<file path="src/rtl/threshold_trigger.sv">
// Three-channel high-gain threshold coincidence trigger with holdoff and re-arm.
// Emits one registered pulse per qualifying event and counts triggers since reset.
module threshold_trigger #(
    parameter int HOLDOFF      = 2048,
    parameter int MULTIPLICITY = 2
) (
    input  logic        CLK,
    input  logic        RST,
    input  logic        ENABLE,
    input  logic [23:0] ADC0_IN,
    input  logic [23:0] ADC1_IN,
    input  logic [23:0] ADC2_IN,
    input  logic [11:0] THRESHOLD0,
    input  logic [11:0] THRESHOLD1,
    input  logic [11:0] THRESHOLD2,
    output logic        TRIG_OUT,
    output logic [2:0]  TRIG_PMT,
    output logic [31:0] TRIG_COUNT,
    output logic        BUSY
);

    typedef enum logic [1:0] {
        S_IDLE,
        S_TRIG,
        S_HOLDOFF,
        S_REARM
    } state_t;

    // A multiplicity of zero would fire on an empty event, so it is lifted to one.
    localparam logic [1:0]  MULT_EFF  = (MULTIPLICITY == 0) ? 2'd1 : 2'(MULTIPLICITY);
    localparam logic [15:0] HOLD_LOAD = 16'(HOLDOFF - 1);

    state_t      state;
    state_t      state_nxt;
    logic [2:0]  above;
    logic [1:0]  nhit;
    logic        fire;
    logic [15:0] hold_cnt;

    // NOTE: sequential state uses non-blocking assignments so every register
    // samples the pre-edge values and the update order inside the block is irrelevant.
    always_ff @(posedge CLK) begin
        if (RST) begin
            above <= '0;
        end else begin
            above[0] <= (ADC0_IN[23:12] > THRESHOLD0);
            above[1] <= (ADC1_IN[23:12] > THRESHOLD1);
            above[2] <= (ADC2_IN[23:12] > THRESHOLD2);
        end
    end

    assign nhit = {1'b0, above[0]} + {1'b0, above[1]} + {1'b0, above[2]};
    assign fire = (nhit >= MULT_EFF) && ENABLE;

    // NOTE: next state gets its default before the case, so no path leaves it
    // unassigned and no latch is inferred.
    always_comb begin
        state_nxt = state;
        unique case (state)
            S_IDLE:    if (fire) state_nxt = S_TRIG;
            S_TRIG:    state_nxt = S_HOLDOFF;
            S_HOLDOFF: if (hold_cnt == 16'd0) state_nxt = S_REARM;
            S_REARM:   if (above == 3'b000) state_nxt = S_IDLE;
            default:   state_nxt = S_IDLE;
        endcase
    end

    always_ff @(posedge CLK) begin
        if (RST) begin
            state      <= S_IDLE;
            hold_cnt   <= '0;
            TRIG_OUT   <= 1'b0;
            TRIG_PMT   <= '0;
            TRIG_COUNT <= '0;
            BUSY       <= 1'b0;
        end else begin
            state    <= state_nxt;
            TRIG_OUT <= (state_nxt == S_TRIG);
            BUSY     <= (state_nxt != S_IDLE);

            // Pulse, mask and count all change on the edge that enters TRIG.
            if (state == S_IDLE && state_nxt == S_TRIG) begin
                TRIG_PMT <= above;
                if (TRIG_COUNT != 32'hFFFF_FFFF) begin
                    TRIG_COUNT <= TRIG_COUNT + 32'd1;
                end
            end

            if (state == S_TRIG) begin
                hold_cnt <= HOLD_LOAD;
            end else if (state == S_HOLDOFF && hold_cnt != 16'd0) begin
                hold_cnt <= hold_cnt - 16'd1;
            end
        end
    end

endmodule

</file>
<file path="config.mk">
export PLATFORM = sky130hd
export DESIGN_NAME = threshold_trigger
export DESIGN_NICKNAME = d
export VERILOG_FILES = /design/src/rtl/threshold_trigger.sv
export SDC_FILE = /design/constraint.sdc
export NUM_CORES = 1
export LEC_CHECK = 0
export CAP_MARGIN = 20
export CORE_MARGIN = 1.5
export CORE_UTILIZATION = 42
export DETAILED_ROUTE_END_ITERATION = 7
export PLACE_DENSITY = 0.78
export SETUP_SLACK_MARGIN = 0.5
export SLEW_MARGIN = 20
export SYNTH_ARGS = -nofsm -noshare
export SYNTH_HDL_FRONTEND = slang
export SYNTH_SLANG_ARGS = --single-unit
export TNS_END_PERCENT = 10
</file>
<file path="constraint.sdc">
create_clock -name CLK -period 3.3 [get_ports CLK]
set_clock_uncertainty 0.05 [all_clocks]
set_input_delay 0.66 -clock CLK [delete_from_list [all_inputs] [get_ports CLK]]
set_output_delay 0.66 -clock CLK [all_outputs]
set_load 0.02 [all_outputs]
</file>
==> out/metrics.yaml, run 1 <==
dieArea_mm2: 0.00955
max_slew.worst_pin.slew_ns: 1.07
port_buffers: 111
yosys_warnings: 0
clock.fmax_mhz: 392
drt-pass1-iter-count: 4
ys_types: 48
final_cells: 679
leakage_uw: 0.00198
routed_wl_mm: 9.19
path_class: "in2reg"
synth_area_leaders: "dfxtp_1 31%, ha_1 13%, a21oi_1 5.6%"
synthesis.area_mm2: 0.00377
cp_data_arrival_time_ns: 2.75
core_area_mm2: 0.00872
cts_buffer_depth: 2
cts_setup_buffers: 0
first_iter_violations: 107
drt-met1-wl_mm: 3.85
synth_edf_count: 0
wl_per_cell_um: 13.5
finalPower_uw: 1730
cp_max_fo: 8
clkTransAtPathRegs_ns: 0.06
powerDensity_mw_per_mm2: 337
grt_pass1_wl_mm: 15.3
grt_max_degree: 59
endpoint_kind: "flip-flop"
fin_nets: 717
ir_drop_mv: 0.159
ys_async_sr_fraction_pct: 0
cts_tree: "done"
synth_top_cell_by_area: "dfxtp_1"
grt_antenna_before_repair: 0
yosysSeqAreaShare_pct: 30.8
stdcell_area_mm2: 0.00512
post-place-ws_ns: 0.428
rsz0062_at_grt: "false"
area_growth_pct: 35.9
syn_inst: 459
root_buffer: "clkbuf_8"
rows: 34
yosys-top-cells-count: "58 x dfxtp_1, 44 x inv_1, 42 x a21oi_1"
detail_route.vias_per_cell: 5.50
slew_viol_final: 0
antenna_left: 0
yosys_register_bits: 58
hpwl_mm: 7.14
hold_viol: 0
reg2regPathDepth: 5
ys.flop_type: "dfxtp_1"
overflow: 0
min_delay_path_depth: 2
start_kind: "input pin"
maxCapViolCount: 0
setup_tns_ns: 0
finalCritPeriodShare_pct: 77.3
cts.repair.resized: 0
synth.most_common_cell: "dfxtp_1"
clock-sinks: 58
route.met2.wl_mm: 4.59
cp.required_ns: 3.50
period_minus_slack_ns: 2.55
drive_above_1_share_pct: 5.43
clock_latency_ns: 0.33
cts_max_level: 3
drc: 0
cpPeakStageDelay_ns: 0.50
die_y_um: 97.7
worstPathCellList: "clkdlybuf4s50_1 -> nor3b_2 -> and4_1 -> o2111ai_1 -> or4_1 -> a21oi_1"
cts_buffers: 9
grt_pass1_vias: 3528
relSlewSlack_pct: 29.0
postPlaceCellArea_mm2: 0.00494
min-delay-path-class: "reg2reg"
start_util_pct: 43.2
highest_layer: "met4"
synth_top_area_share_pct: 30.8
synth.avg_cell_area_um2: 8.21
insertedDiodeCount: 0
outcome: "complete, no violations"
layout_setup_ws_ns: 0.749
io_pins: 148
synth_nets: 610
cp_slowest_cell: "clkdlybuf4s50_1"
dr_wl_met3_um: 617
grtUsageTotal_pct: 19.1
placed_cells_incl_taps: 663
vias: 3733
die_x_um: 97.7
gp_congestion: 0.846
hold_buffers: 0
setup_viol: 0
## cell usage in the layout, fill, tap and decap left out, types with 6 or more instances in the layout
| master | n |
|---|---|
| nand2_1 | 28 |
| and3_1 | 6 |
| or4_1 | 11 |
| o31ai_1 | 6 |
| nor2b_1 | 10 |
| clkdlybuf4s50_1 | 110 |
| clkbuf_8 | 12 |
| dfxtp_1 | 58 |
| nand2b_1 | 6 |
| ha_1 | 40 |
| xnor2_1 | 14 |
| nand4_1 | 16 |
| and4_1 | 9 |
| inv_1 | 44 |
| nor3_1 | 8 |
| nor4_1 | 6 |
| a21oi_1 | 42 |
| o21ai_0 | 25 |
| nand3_1 | 15 |
| or3_1 | 19 |
| nor2_1 | 30 |
## power by group
part | internal [µW] | total, µW | switching (µW)
combinational | 199 | 375 | 176
sequential | 722 | 751 | 28.3
clock | 332 | 601 | 269
total | 1250 | 1730 | 474
## critical path, delay by kind of cell
family / cells / cell delay [ns]
simple gates: 3 / 1.14
buf+inv: 1 / 0.50
compound gates: 2 / 0.45
## cell families after synthesis
group | Yosys count | share of synthesized area [%]
and+or+nand+nor | 175 | 26.8
xor gates and xnor gates | 16 | 3.72
DFF | 58 | 30.8
adders and majority gates | 40 | 13.3
muxes | 6 | 1.69
AOI/OAI and AO/OA | 103 | 17.1
buffers and inverters | 61 | 6.64
## final timing paths
| path | slack [ns] | to | start |
|---|---|---|---|
| worst max-delay path | 0.75 | TRIG_COUNT[29]$_SDFFE_PP0P_ | ENABLE |
| worst min-delay path | 0.42 | TRIG_PMT[0]$_SDFFE_PP0P_ | TRIG_PMT[0]$_SDFFE_PP0P_ |
| worst max register to register | 0.92 | TRIG_COUNT[2]$_SDFFE_PP0P_ | TRIG_COUNT[11]$_SDFFE_PP0P_ |
| worst min register to register | 0.42 | TRIG_PMT[0]$_SDFFE_PP0P_ | TRIG_PMT[0]$_SDFFE_PP0P_ |
## metal layers
layer	track usage, %	vias to the layer above
li1	-	1888
met1	22.2	1731
met2	34.2	101
met3	5.15	13
met4	6.37	0
met5	0	-
## per-stage QoR
step	util (%)	hold WS (ns)
floorplan	-	0.399
global placement	56.7	0.397
detailed placement	56.7	0.408
CTS	58.8	0.426
global route	58.8	0.449
finish	58.8	0.417
## registers in the layout (all words and copies together), names as in the netlist
name / flops
BUSY: 1
state: 2
TRIG_OUT: 1
TRIG_COUNT: 32
above: 3
hold_cnt: 16
TRIG_PMT: 3
## layout make-up
type                    count  area [µm²]
fillers                   785        3600
multi-input cells         340        2360
flip-flops and latches     58        1160
repair buffers            113        1120
clock buffers              14         173
inverters                  44         165
well taps                 108         135
clock inverters             2        10.0
(Power assumes the default switching activity.)
==> run 2: changes to the inputs <==
==> constraint.sdc (replaced) <==
create_clock -name CLK -period 2.45 [get_ports CLK]
set_clock_uncertainty 0.05 [all_clocks]
set_input_delay 0.49 -clock CLK [delete_from_list [all_inputs] [get_ports CLK]]
set_output_delay 0.49 -clock CLK [all_outputs]
set_load 0.02 [all_outputs]
==> run 2 against run 1 <==
Sequential share of layout area shrank 1.7 points. Global-route usage grew 1.4 points. Worst hold slack gained 0.0068 ns. Worst setup slack lost 0.30 ns. Critical endpoint unchanged. Highest routed layer unchanged.
==> out/metrics.yaml, run 2 (synthesis gave the netlist of run 1 again) <==
drive_above_1_share_pct: 17.8  # +12 points
outcome: "complete, no violations"
clock_latency_ns: 0.33  # about the same
hold_viol: 0  # unchanged
clock.fmax_mhz: 499
wl_per_cell_um: 14.0  # +3.2%
grtUsageTotal_pct: 20.6  # +1.4 points
slew_viol_final: 0  # unchanged
top_regs: "TRIG_COUNT x32, hold_cnt x16"
core_area_mm2: 0.00872  # unchanged
largest_reg_flops: 32  # unchanged
die_x_um: 97.7  # unchanged
start_kind: "flip-flop"
io_pins: 148  # unchanged
first_iter_violations: 126  # +18%
hpwl_mm: 7.34  # +2.8%
power.internal_uw: 1810  # +44%
fin_nets: 754  # +5.2%
combPwrFrac_pct: 22.9  # +1.2 points
rsz0062_at_grt: "true"
dieArea_mm2: 0.00955  # unchanged
cts_buffers: 9  # unchanged
overflow: 0  # unchanged
final_cell_mix: "109 x clkdlybuf4s50_1, 46 x dfxtp_1, 44 x inv_1"
grt_pass1_wl_mm: 16.3  # +6.3%
antenna_left: 0  # unchanged
die_y_um: 97.7  # unchanged
grt_max_degree: 54  # -8.5%
drt-pass1-iter-count: 4  # unchanged
root_buffer: "clkbuf_8"
grt_pass1_vias: 3795  # +7.6%
leakage_uw: 0.00221  # +12%
detail_route.vias_per_cell: 5.40  # -1.8%
grt_antenna_before_repair: 0  # unchanged
area_growth_pct: 49.6
setup_tns_ns: 0  # unchanged
min-delay-path-class: "reg2reg"
whs_ns: 0.424  # +0.00682 ns
routed_wl_mm: 10.0  # +8.9%
ir_drop_mv: 0.236  # +48%
final_cells: 716  # +5.4%
clock-sinks: 58  # unchanged
rows: 34  # unchanged
path_class: "reg2reg"
period_minus_slack_ns: 2.00
power_switching_share_pct: 26.7  # -0.76 points
regMostFlops: "TRIG_COUNT"
final_common_cell: "clkdlybuf4s50_1"
cp_data_arrival_time_ns: 2.22  # -0.53 ns
endpoint_kind: "flip-flop"
insertedDiodeCount: 0  # unchanged
clkTransAtPathRegs_ns: 0.06  # about the same
rrSetupSlack_ns: 0.45  # -0.47 ns
finalPower_uw: 2470  # +43%
p_switching_uw: 658  # +39%
start_util_pct: 43.2  # unchanged
placed_cells_incl_taps: 682  # +2.9%
cp_max_fo: 7  # -1
gp_congestion: 0.829  # -2.0%
cts_tree: "done"
setup_viol: 0  # unchanged
maxCapViolCount: 0  # unchanged
cts_max_level: 3  # unchanged
share_seq_of_total_power_pct: 40.8  # -2.7 points
drc: 0  # unchanged
relSlewSlack_pct: 35.1  # +6.1 points
cts_buffer_depth: 2  # unchanged
port_buffers: 111  # unchanged
vias: 3865  # +3.5%
clockPowerShare_pct: 36.3  # +1.5 points
cp.required_ns: 2.66  # -0.84 ns
max_slew.worst_pin.slew_ns: 0.974  # -0.0908 ns
finalCritPeriodShare_pct: 81.8
powerDensity_mw_per_mm2: 437  # +30%
## run 2: cell types whose count changed in the layout (fill, tap and decap cells not counted), sizes merged
cell           delta
dlygate4sd2       +1
clkinv            -1
clkdlybuf4s50     -1
buf              +37
bufinv            +1
## run 2: per-stage QoR
step	cell area (µm²)	util (%)	setup WS [ns]
after floorplan	3780	-	0.450
after global placement	5090	58.4	-0.0969
after detailed placement	5090	58.4	-0.141
after CTS	5460	62.7	0.443
after global routing	5640	64.6	0.353
final	5640	64.6	0.445
## run 2: area by class of cell
cell class | instances | area (µm²)
fill | 684 | 3080
multi-input combinational | 340 | 2530
timing repair buffer | 150 | 1430
sequential | 58 | 1180
inverter | 44 | 165
clock buffer | 14 | 163
tap | 108 | 135
clock inverter | 2 | 35.0
## run 2: final timing paths
path                                               start                          end  cells after the start
worst max-delay path                 above[2]$_SDFF_PP0_  TRIG_COUNT[29]$_SDFFE_PP0P_                      7
worst max register to register       above[2]$_SDFF_PP0_  TRIG_COUNT[29]$_SDFFE_PP0P_                      7
worst min-delay path            TRIG_PMT[2]$_SDFFE_PP0P_     TRIG_PMT[2]$_SDFFE_PP0P_                      2
worst min register to register  TRIG_PMT[2]$_SDFFE_PP0P_     TRIG_PMT[2]$_SDFFE_PP0P_                      2
## run 2: worst max-delay path: stages, from the launching register on
cell	delay (ns)
dfxtp_2	0.33
ha_4	0.26
a21o_1	0.17
and4_4	0.25
buf_4	0.12
o2111ai_4	0.15
or4_4	0.45
a21oi_2	0.15
## run 2: power groups by stage
stage / registers, µW / clock network (µW) / logic [µW]
6_report: 1010 / 895 / 565
5_1_grt: 1010 / 963 / 633
4_1_cts: 1010 / 912 / 551
3_5_place_dp: 1030 / 0 / 513
3_3_place_gp: 1020 / 0 / 494
2_1_floorplan: 1020 / 0 / 337
## run 2: repair_timing
action | 4_1_cts | 5_1_grt
pin swaps | 13 | 6
gates cloned | 0 | 1
hold endpoints to repair | 0 | 0
hold buffers | 0 | 0
gates resized for setup | 21 | 40
setup endpoints to repair | 58 | 69
setup buffers | 10 | 7
## run 2: routing by layer
layer / wire length (µm) / share of wire, % / GRT usage (%)
met1: 4190 / 42 / 23.2
met2: 5120 / 51 / 36.5
met3: 481 / 4.8 / 4.44
met4: 211 / 2.1 / 10.4
met5: 0 / 0 / 0
==> run 3: changes to the inputs <==
--- a/config.mk
+++ b/config.mk
@@ -7,9 +7,9 @@
 export LEC_CHECK = 0
 export CAP_MARGIN = 20
 export CORE_MARGIN = 1.5
-export CORE_UTILIZATION = 42
+export CORE_UTILIZATION = 40
 export DETAILED_ROUTE_END_ITERATION = 7
-export PLACE_DENSITY = 0.78
+export PLACE_DENSITY = 0.77
 export SETUP_SLACK_MARGIN = 0.5
 export SLEW_MARGIN = 20
 export SYNTH_ARGS = -nofsm -noshare
==> constraint.sdc (replaced) <==
create_clock -name CLK -period 1.7 [get_ports CLK]
set_clock_uncertainty 0.05 [all_clocks]
set_input_delay 0.34 -clock CLK [delete_from_list [all_inputs] [get_ports CLK]]
set_output_delay 0.34 -clock CLK [all_outputs]
set_load 0.02 [all_outputs]
==> run 3 against run 2 <==
The flow now finishes with violations (setup timing). Critical path depth down 1. Wire length up 25%. Worst setup slack worse by 0.67 ns. Core utilization up 6.4 points. Clock power up 56%. Global-route usage up 3.4 points. Via count up 12%. Combinational power up 79%. Critical path type unchanged. Largest cell class unchanged.
==> out/metrics.yaml, run 3 (synthesis gave the netlist of run 1 again) <==
stdcell_area_mm2: 0.00654  # +16%
overflow: 0  # unchanged
postPlaceCellArea_mm2: 0.00582  # +14%
start_kind: "flip-flop"
final_cell_mix: "89 x buf_4, 70 x clkdlybuf4s50_1, 57 x buf_6"
leakage_uw: 0.00273  # +24%
drive_above_1_share_pct: 40.3  # +23 points
cts_buffer_depth: 2  # unchanged
core_area_mm2: 0.00920  # +5.5%
drc: 0  # unchanged
cts_tree: "done"
io_pins: 148  # unchanged
ir_drop_mv: 0.389  # +65%
vias: 4343  # +12%
antenna_left: 0  # unchanged
insertedDiodeCount: 0  # unchanged
clock_latency_ns: 0.34  # about the same
max_slew.worst_pin.slew_ns: 0.658  # -0.316 ns
finalCritPeriodShare_pct: 113  # +31 points
routed_wl_mm: 12.6  # +25%
cp_top_family: "simple AND/OR/NAND/NOR gates"
post-place-ws_ns: -0.686  # -0.545 ns
placed_cells_incl_taps: 760  # +11%
rows: 35  # +2.9%
area_growth_pct: 73.4
drt-pass1-iter-count: 4  # unchanged
clock.fmax_mhz: 520  # +4.2%
cp_data_arrival_time_ns: 2.14  # -0.08 ns
grt_pass1_wl_mm: 19.5  # +20%
final_cells: 791  # +10%
largest_reg_flops: 32  # unchanged
maxCapViolCount: 0  # unchanged
layout_setup_ws_ns: -0.225  # -0.670 ns
hold_viol: 0  # unchanged
min-delay-path-class: "reg2reg"
grt_max_degree: 29  # -46%
hpwl_mm: 8.60  # +17%
worst-path-buf-inv: 0  # -1
dieArea_mm2: 0.0100  # +4.8%
grt_antenna_before_repair: 0  # unchanged
worstPathCellList: "ha_4 -> a21o_1 -> and4_4 -> nand2_4 -> or4_1 -> a21oi_1"
cts_max_level: 3  # unchanged
finalPower_uw: 3850  # +56%
final_common_cell: "buf_4"
cp_max_fo: 6  # -1
clkTransAtPathRegs_ns: 0.08  # +0.02 ns
gp_congestion: 0.834  # +0.52%
powerDensity_mw_per_mm2: 589  # +35%
hold_buffers: 0  # unchanged
root_buffer: "clkbuf_8"
top_regs: "TRIG_COUNT x32, hold_cnt x16"
detail_route.vias_per_cell: 5.49  # +1.7%
period_minus_slack_ns: 1.92  # -0.0801 ns
port_buffers: 111  # unchanged
fin_nets: 826  # +9.5%
outcome: "finished with violations"
start_util_pct: 41.0  # -2.2 points
path_class: "reg2reg"
cts_buffers: 9  # unchanged
violations: "setup timing"
regMostFlops: "TRIG_COUNT"
wl_per_cell_um: 15.9  # +14%
setup_viol: 46  # +46
die_y_um: 100  # +2.4%
relSlewSlack_pct: 56.1  # +21 points
grtUsageTotal_pct: 24.0  # +3.4 points
die_x_um: 100  # +2.4%
cp_slowest_cell: "or4_1"
slew_viol_final: 0  # unchanged
first_iter_violations: 143  # +13%
clock-sinks: 58  # unchanged
cpPeakStageDelay_ns: 0.48  # +0.03 ns
grt_pass1_vias: 4407  # +16%
rsz0062_at_grt: "true"
endpoint_kind: "flip-flop"
cp.required_ns: 1.91  # -0.75 ns
==> run 3: cell types whose count changed in the layout (fill, tap and decap cells not counted), moves of 6 or more <==
cell / change
buf_4: +55
a21oi_2: +6
clkdlybuf4s50_1: -39
dfxtp_1: -26
dfxtp_2: +20
dfxtp_4: +6
buf_6: +53
a21oi_1: -6
==> run 3: cell type report <==
| cell class | instances | area (µm²) |
|---|---|---|
| Clock inverter | 7 | 83.8 |
| Clock buffer | 9 | 124 |
| Timing Repair Buffer | 222 | 2070 |
| Sequential cell | 58 | 1230 |
| Fill cell | 662 | 2660 |
| Multi-Input combinational cell | 340 | 2730 |
| Tap cell | 111 | 139 |
| Inverter | 44 | 165 |
==> run 3: repair_timing <==
action / CTS / global route
buffers inserted: 6 / 8
hold endpoints to repair: 0 / 0
gates resized for setup: 248 / 73
pin swaps: 43 / 31
endpoints found under the setup margin: 95 / 95
cloned: 1 / 0
==> run 3: layer usage <==
metal  up-vias  part of all wire [%]  track usage, %
met4         0                   1.8            8.78
met5         -                     0               0
li1       2111                     -               -
met2       143                    53            45.1
met1      2064                    40            26.2
met3        25                   5.3            5.50
==> run 3: power breakdown <==
part | switching (µW) | internal [µW]
combinational | 457 | 555
sequential | 44.5 | 1390
clock | 592 | 808
total | 1090 | 2760
==> run 3: final timing paths <==
path                            start                          end  slack (ns)  cells after the start
max               above[0]$_SDFF_PP0_  TRIG_COUNT[15]$_SDFFE_PP0P_       -0.22                      6
min          TRIG_PMT[0]$_SDFFE_PP0P_     TRIG_PMT[0]$_SDFFE_PP0P_        0.42                      2
max reg2reg       above[0]$_SDFF_PP0_  TRIG_COUNT[15]$_SDFFE_PP0P_       -0.22                      6
min reg2reg  TRIG_PMT[0]$_SDFFE_PP0P_     TRIG_PMT[0]$_SDFFE_PP0P_        0.42                      2
==> run 3: stage by stage <==
stage	util (%)	TNS [ns]	hold WS, ns
6_report	71.1	-5.83	0.418
2_1_floorplan	-	-3.09	0.399
3_3_place_gp	63.2	-19.26	0.400
5_1_grt	71.1	-10.30	0.444
4_1_cts	68.0	-4.55	0.420
3_5_place_dp	63.2	-21.39	0.413
==> run 3: worst register-to-register path, stage by stage (launching register included) <==
cell and delay (ns):
dfxtp_2 0.34, ha_4 0.26, a21o_1 0.15, and4_4 0.32, nand2_4 0.09, or4_1 0.48, a21oi_1 0.17
